**src/rtl/dram_bank_controller.sv**
```systemverilog
// dram_bank_controller: per-bank ACT/RD/WR/PRE sequencer with an open-row policy.
// Holds one pending request and issues the commands it needs while enforcing
// tRCD, tRP, tRAS and tCCD. Command outputs depend only on registered state,
// so the arbiter's grant can depend on them without forming a loop.
module dram_bank_controller #(
  parameter int ROW_BITS = 8,
  parameter int COL_BITS = 4,
  parameter int T_RCD    = 3,
  parameter int T_RP     = 3,
  parameter int T_RAS    = 8,
  parameter int T_CCD    = 2
) (
  input  logic                clk_in,
  input  logic                rst_in,
  input  logic                req_valid_in,
  output logic                req_ready_out,
  input  logic [ROW_BITS-1:0] req_row_in,
  input  logic [COL_BITS-1:0] req_col_in,
  input  logic                req_write_in,
  output logic                cmd_valid_out,
  output logic [2:0]          cmd_out,
  output logic [ROW_BITS-1:0] cmd_row_out,
  output logic [COL_BITS-1:0] cmd_col_out,
  input  logic                cmd_grant_in,
  output logic                done_out,
  output logic                done_write_out,
  output logic                row_open_out,
  output logic [ROW_BITS-1:0] open_row_out
);

  // Timer width: wide enough for the largest value ever loaded (T_x - 1).
  localparam int T_MAX_A = (T_RCD > T_RP)  ? T_RCD : T_RP;
  localparam int T_MAX_B = (T_RAS > T_CCD) ? T_RAS : T_CCD;
  localparam int T_MAX   = (T_MAX_A > T_MAX_B) ? T_MAX_A : T_MAX_B;
  localparam int TW      = $clog2(T_MAX);

  localparam logic [2:0] CMD_NOP = 3'd0;
  localparam logic [2:0] CMD_ACT = 3'd1;
  localparam logic [2:0] CMD_RD  = 3'd2;
  localparam logic [2:0] CMD_WR  = 3'd3;
  localparam logic [2:0] CMD_PRE = 3'd4;

  typedef enum logic [1:0] {
    ST_CLOSED,
    ST_OPENING,
    ST_ACTIVE,
    ST_CLOSING
  } state_t;

  state_t                state_q, state_d;
  logic                  pend_valid_q, pend_valid_d;
  logic [ROW_BITS-1:0]   pend_row_q, pend_row_d;
  logic [COL_BITS-1:0]   pend_col_q, pend_col_d;
  logic                  pend_write_q, pend_write_d;
  logic [ROW_BITS-1:0]   open_row_q, open_row_d;
  logic [TW-1:0]         rcd_q, rcd_d;
  logic [TW-1:0]         rp_q, rp_d;
  logic [TW-1:0]         ras_q, ras_d;
  logic [TW-1:0]         ccd_q, ccd_d;
  logic                  done_q, done_d;
  logic                  done_write_q, done_write_d;

  // State, pending slot, timers and completion flags.
  always_ff @(posedge clk_in or posedge rst_in) begin
    if (rst_in) begin
      state_q      <= ST_CLOSED;
      pend_valid_q <= 1'b0;
      pend_row_q   <= '0;
      pend_col_q   <= '0;
      pend_write_q <= 1'b0;
      open_row_q   <= '0;
      rcd_q        <= '0;
      rp_q         <= '0;
      ras_q        <= '0;
      ccd_q        <= '0;
      done_q       <= 1'b0;
      done_write_q <= 1'b0;
    end else begin
      state_q      <= state_d;
      pend_valid_q <= pend_valid_d;
      pend_row_q   <= pend_row_d;
      pend_col_q   <= pend_col_d;
      pend_write_q <= pend_write_d;
      open_row_q   <= open_row_d;
      rcd_q        <= rcd_d;
      rp_q         <= rp_d;
      ras_q        <= ras_d;
      ccd_q        <= ccd_d;
      done_q       <= done_d;
      done_write_q <= done_write_d;
    end
  end

  // Next-state logic and the command presented to the arbiter.
  always_comb begin
    state_d       = state_q;
    pend_valid_d  = pend_valid_q;
    pend_row_d    = pend_row_q;
    pend_col_d    = pend_col_q;
    pend_write_d  = pend_write_q;
    open_row_d    = open_row_q;
    rcd_d         = rcd_q;
    rp_d          = rp_q;
    ras_d         = (ras_q != '0) ? ras_q - TW'(1) : '0;
    ccd_d         = (ccd_q != '0) ? ccd_q - TW'(1) : '0;
    done_d        = 1'b0;
    done_write_d  = 1'b0;
    cmd_valid_out = 1'b0;
    cmd_out       = CMD_NOP;
    cmd_row_out   = '0;
    cmd_col_out   = '0;

    // The slot is empty whenever a request is accepted, so a column grant
    // (which needs a pending request) can never clash with this load.
    if (req_valid_in && !pend_valid_q) begin
      pend_valid_d = 1'b1;
      pend_row_d   = req_row_in;
      pend_col_d   = req_col_in;
      pend_write_d = req_write_in;
    end

    case (state_q)
      ST_CLOSED: begin
        if (pend_valid_q) begin
          cmd_valid_out = 1'b1;
          cmd_out       = CMD_ACT;
          cmd_row_out   = pend_row_q;
          if (cmd_grant_in) begin
            open_row_d = pend_row_q;
            rcd_d      = TW'(T_RCD - 2);
            ras_d      = TW'(T_RAS - 1);
            state_d    = ST_OPENING;
          end
        end
      end
      ST_OPENING: begin
        if (rcd_q == '0) state_d = ST_ACTIVE;
        else             rcd_d   = rcd_q - TW'(1);
      end
      ST_ACTIVE: begin
        if (pend_valid_q) begin
          if (pend_row_q == open_row_q) begin
            if (ccd_q == '0) begin
              cmd_valid_out = 1'b1;
              cmd_out       = pend_write_q ? CMD_WR : CMD_RD;
              cmd_col_out   = pend_col_q;
              if (cmd_grant_in) begin
                pend_valid_d = 1'b0;
                ccd_d        = TW'(T_CCD - 1);
                done_d       = 1'b1;
                done_write_d = pend_write_q;
              end
            end
          end else if (ras_q == '0) begin
            cmd_valid_out = 1'b1;
            cmd_out       = CMD_PRE;
            if (cmd_grant_in) begin
              rp_d    = TW'(T_RP - 2);
              state_d = ST_CLOSING;
            end
          end
        end
      end
      ST_CLOSING: begin
        // Pending request stays in the slot; ACT follows once closed.
        if (rp_q == '0) begin
          state_d    = ST_CLOSED;
          open_row_d = '0;
        end else begin
          rp_d = rp_q - TW'(1);
        end
      end
      default: state_d = ST_CLOSED;
    endcase
  end

  assign req_ready_out  = !pend_valid_q;
  assign done_out       = done_q;
  assign done_write_out = done_write_q;
  assign row_open_out   = (state_q == ST_OPENING) || (state_q == ST_ACTIVE);
  assign open_row_out   = open_row_q;

endmodule
```
**config.mk**
```make
export PLATFORM = sky130hd
export DESIGN_NAME = dram_bank_controller
export DESIGN_NICKNAME = d
export VERILOG_FILES = /design/src/rtl/dram_bank_controller.sv
export SDC_FILE = /design/constraint.sdc
export NUM_CORES = 1
export LEC_CHECK = 0
export CAP_MARGIN = 40
export CORE_MARGIN = 2
export CORE_UTILIZATION = 35
export CTS_CLUSTER_DIAMETER = 40
export DETAILED_ROUTE_END_ITERATION = 16
export PLACE_DENSITY = 0.6
export SYNTH_ARGS = -nofsm -noshare
export SYNTH_HDL_FRONTEND = slang
export SYNTH_SLANG_ARGS = --single-unit
```
**constraint.sdc**
```tcl
create_clock -name clk_in -period 4.74 [get_ports clk_in]
set_clock_uncertainty 0.1 [all_clocks]
set_input_delay 0.948 -clock clk_in [delete_from_list [all_inputs] [get_ports clk_in]]
set_output_delay 0.948 -clock clk_in [all_outputs]
set_load 0.01 [all_outputs]
```
-- Word level (Yosys, flattened, before mapping)
Cells that the tools add are included.
- register bits after elaboration: 38
- latch bits: 0
- memory bits (writable): 0
- bits in read-only memories: 0
- logic and storage cells: 114
- memories kept: 0
- $add $sub $neg: 4
- multipliers: 0
- divide/modulo/power cells: 0
- magnitude comparators: 0
- equality and inequality tests: 14
- shifts and indexed selects: 0
- mux-type cells: 67
- bitwise gates (word level): 0
- reductions and logical operators: 17
- operator list (operator ; number):
    $mux W3 ; 20
    $mux W8 ; 5
    $mux W1 ; 23
    $ne A2 B2 Y1 const B ; 10
    $mux W2 ; 9
    $pmux W3 S2 ; 3
    $mux W4 ; 4
    $pmux W8 S2 ; 1
    $logic_not A3 Y1 ; 4
    $sub A3 B1 Y3 const B ; 4
    $eq A8 B8 Y1 ; 1
    $pmux W2 S4 ; 1
    $reduce_and A4 Y1 ; 2
    $reduce_and A8 Y1 ; 1
    $reduce_and A6 Y1 ; 1
    $reduce_bool A2 Y1 ; 3
    $reduce_bool A3 Y1 ; 2
    $eq A2 B2 Y1 const B ; 2
    $eq A2 B1 Y1 const B ; 1
    $logic_not A2 Y1 ; 1
    $pmux W1 S2 ; 1
    $logic_and A1 B1 Y1 ; 1
    $logic_not A1 Y1 ; 1
    $logic_or A1 B1 Y1 ; 1

-- Logic depth before layout (Yosys ltp)
- depth in word-level cells: 8
- mapped depth: 8

-- Worst setup path after synthesis
OpenSTA, ideal clock, no wires.
- kind: register to output
- from: register state_q[0]
- to: output port cmd_col_out[0]
- arrival time: 1632 ps
- data required time: 3692 ps
- slack: 2060 ps
- cell stages (with the launch flop): 8
- buffers on the path: 1
- cell sequence: dfrtp_1 -> inv_1 -> ha_1 -> buf_4 -> nand2_1 -> or3_4 -> nor3_4 -> and2_2
- longest elaborated chain between the ends: 2
- ends and longest elaborated chain (item ; RTL line ; RTL):
    from (decl) ; 50 ; state_t state_q, state_d;
    from (signal assigned) ; 79 ; state_q <= state_d;
    $eq A2 B2 Y1 ; 122 ; case (state_q)
    $mux W4 ; 122 ;
    to (decl) ; 23 ; output logic [COL_BITS-1:0] cmd_col_out,
Every way passes these cells.

-- Worst setup path in the final report
- from: register state_q[0]
- to: output port cmd_col_out[2]
The elaborated chain is that of the path after synthesis.

==> flow_metrics.py <==
metrics = {
    "clock_tree": {
        "cts_root_buf": "clkbuf_8",
        "clkTransAtPathRegs_ns": 0.08,
        "cts_tree": "built",
        "cts_resized": 0,
        "cts_buffers": 5,
        "postCtsSetupBuffers": 0,
        "cts_hold_buf": 0,
        "clkLatencyLatePin_ns": 0.29,
        "clk_path_buf_depth": 2,
        "h-tree-depth": 2,
        "clock_sinks": 38,
    },
    "placement": {
        "pre_cts_ws_ns": 1.34,
        "numPortBuffers": 44,
        "place_inst": 308,
        "post-dp-hpwl_mm": 3.00,
        "gp_congestion": 0.722,
    },
    "timing": {
        "finalMaxSlewViolations": 0,
        "setup_viol": 0,
        "tightest_slew_ns": 0.535,
        "rsz0062_at_grt": "no",
        "fmax_mhz": 272,
        "hold_viol_final": 0,
        "fin_crit_ns": 3.68,
        "tns_ns": 0,
        "timing.final.ws_setup_ns": 1.06,
        "whs_ns": 0.377,
        "period_share": 0.777,
        "maxSlewHeadroom": 0.643,
    },
    "critical_path": {
        "r2r_slack_ns": 2.45,
        "r2r_start": "state_q[0]$_DFFE_PP0P_",
        "reg2reg_depth": 5,
        "crit_arrival_ns": 2.63,
        "r2r-end": "rp_q[0]$_DFFE_PP0P_",
        "start_kind": "flip-flop",
        "critPathRequiredTime_ns": 3.69,
        "crit_type": "flip-flop to primary output",
        "setup.worst_path.end_class": "primary output",
        "cp_max_fo": 9,
    },
    "power_and_ir_drop": {
        "switchingPower_mw": 0.565,
        "clkPwrFrac": 0.161,
        "power_leakage_nw": 1.12,
        "vdd_drop_max_v": 0.000216,
        "p_total_mw": 1.47,
        "power_frac_seq": 0.354,
        "combPwrFrac": 0.485,
        "p_int_mw": 0.900,
        "power.density_nw_per_um2": 573,
        "switching_share": 0.386,
    },
    "finish": {
        "drive_gt1_frac": 0.115,
        "area_growth_pct": 31.3,
        "layout_common_cells": "clkdlybuf4s50_1, dfrtp_1, nand2_1",
        "fillerInstances": 528,
        "antenna_cells": 0,
        "post_layout_nonfiller_instances": 316,
        "nNetsFinal": 271,
        "layout_commonest_cell": "clkdlybuf4s50_1",
    },
    "routing": {
        "dr.pass1.iters": 4,
        "drt-total-wl_mm": 4.19,
        "drt-vias-per-instance": 4.78,
        "drt-initial-drc-count": 55,
        "ant_nets": 0,
        "vias": 1512,
        "drc": 0,
        "wl_per_cell_um": 13.2,
    },
    "logic_synthesis": {
        "synth-seq-area-share": 0.488,
        "synth-seq-cells": 38,
        "syn_inst": 197,
        "netlist_area_um2": 1950,
        "avgSynthCellArea_um2": 9.90,
        "yosysTopAreaCellShare": 0.488,
        "ys_types": 38,
        "syn-num-nets": 225,
        "yosysTopAreaCell": "dfrtp_1",
        "yosysWarnings": 0,
        "synth_area_leaders": "dfrtp_1, ha_1, nand2_1",
    },
    "worst_hold_path": {
        "holdCritPathClass": "flip-flop to flip-flop",
        "whs_endpoint": "ras_q[0]$_DFF_PP0_",
        "holdPathStages": 1,
        "min_from": "ras_q[0]$_DFF_PP0_",
    },
    "floorplanning": {
        "rows": 27,
        "top_level_ports": 45,
        "die_h_um": 78.6,
        "die_w_um": 78.6,
        "core_um2": 5440,
        "dieArea_um2": 6180,
        "start_util": 0.358,
    },
    "global_route": {
        "track_usage": 0.148,
        "antenna_found_initial": 0,
        "grt_overflow": 0,
        "grt_pass1_wl_mm": 7.16,
        "grt_max_degree": 39,
        "grt_pass1_vias": 1520,
    },
    "outcome": {
        "status": "completed",
    },
    "run": {
        "max_cap_violations": 0,
    },
}
==> critical path, stage by stage (launching register included) <==
cell,delay (ns)
dfrtp_1,0.42
inv_1,0.12
ha_1,0.31
nand2_1,0.10
or3_4,0.34
nor3_4,0.29
and2_2,0.21
clkdlybuf4s50_1,0.53
==> cell families after synthesis <==
family,Yosys count,share of synthesized area
compound gates,41,0.135
xor+xnor,8,0.0359
fa+ha+maj,11,0.0706
buf+inv,31,0.0623
flops,38,0.488
mux,9,0.0507
simple gates,59,0.157
==> final cells by class <==
cell class	count	area, µm²	share of cell area
Tap cell	72	90.1	0.0352
Clock buffer	6	82.6	0.0323
Clock inverter	2	12.5	0.00489
Timing Repair Buffer	46	455	0.178
Inverter	24	90.1	0.0352
Sequential cell	38	951	0.372
Multi-Input combinational cell	128	877	0.343
==> cells in the mapped netlist (all sizes together) <==
| cell type | n |
|---|---|
| nor2 | 5 |
| o21bai | 1 |
| and2 | 6 |
| a21oi | 4 |
| nor3 | 9 |
| nand4 | 3 |
| nand2b | 2 |
| o32a | 1 |
| or2 | 1 |
| o2bb2ai | 1 |
| or3 | 1 |
| a222oi | 1 |
| o31ai | 8 |
| nand3b | 2 |
| inv | 23 |
| o221ai | 1 |
| clkinv | 1 |
| ha | 11 |
| dfrtp | 38 |
| mux2i | 2 |
| a2111oi | 1 |
| o211ai | 1 |
| and3 | 1 |
| mux2 | 7 |
| buf | 1 |
| a211o | 1 |
| clkbuf | 6 |
| o21ai | 19 |
| a22o | 2 |
| xnor2 | 8 |
| nand3 | 2 |
| nand2 | 26 |
| nor2b | 1 |
==> state kept, by name (all words and copies together) (netlist names) <==
signal,cells
done_write_out,1
ras_q,3
pend_col_q,4
pend_write_q,1
done_out,1
ccd_q,3
rp_q,3
rcd_q,3
open_row_out,8
state_q,2
pend_row_q,8
pend_valid_q,1
==> metrics by stage <==
stage | utilization | instance area, µm²
global placement | 0.453 | 2460
finish | 0.470 | 2560
global route | 0.470 | 2560
detailed placement | 0.453 | 2460
CTS | 0.470 | 2560
floorplan | - | 1950
==> worst max-delay path by stage <==
stage | slack [ns] | depth (start not counted) | to | startpoint
after floorplan | 2.06 | 7 | cmd_col_out[0] | state_q[0]$_DFFE_PP0P_
after global placement | 1.39 | 8 | cmd_out[0] | state_q[0]$_DFFE_PP0P_
after global routing | 0.84 | 8 | cmd_out[0] | state_q[0]$_DFFE_PP0P_
after detailed placement | 1.34 | 8 | cmd_out[0] | state_q[0]$_DFFE_PP0P_
final | 1.06 | 7 | cmd_col_out[2] | state_q[0]$_DFFE_PP0P_
after CTS | 1.02 | 8 | cmd_out[0] | state_q[0]$_DFFE_PP0P_
==> power groups by stage <==
| stage | sequential, mW | combinational, mW | clock, mW |
|---|---|---|---|
| 2_1_floorplan | 0.523 | 0.457 | 0 |
| 3_3_place_gp | 0.522 | 0.714 | 0 |
| 3_5_place_dp | 0.526 | 0.720 | 0 |
| 4_1_cts | 0.520 | 0.724 | 0.239 |
| 5_1_grt | 0.534 | 0.801 | 0.254 |
| 6_report | 0.518 | 0.711 | 0.236 |
==> metal layers <==
layer  vias up  routed length, µm  track usage
met5         -                  0            0
met4         0                 80       0.0684
met3         8                154       0.0241
met2        32               2020        0.248
met1       717               1930        0.187
li1        755                  -            -
No activity file was read; power rests on OpenSTA's default activity.
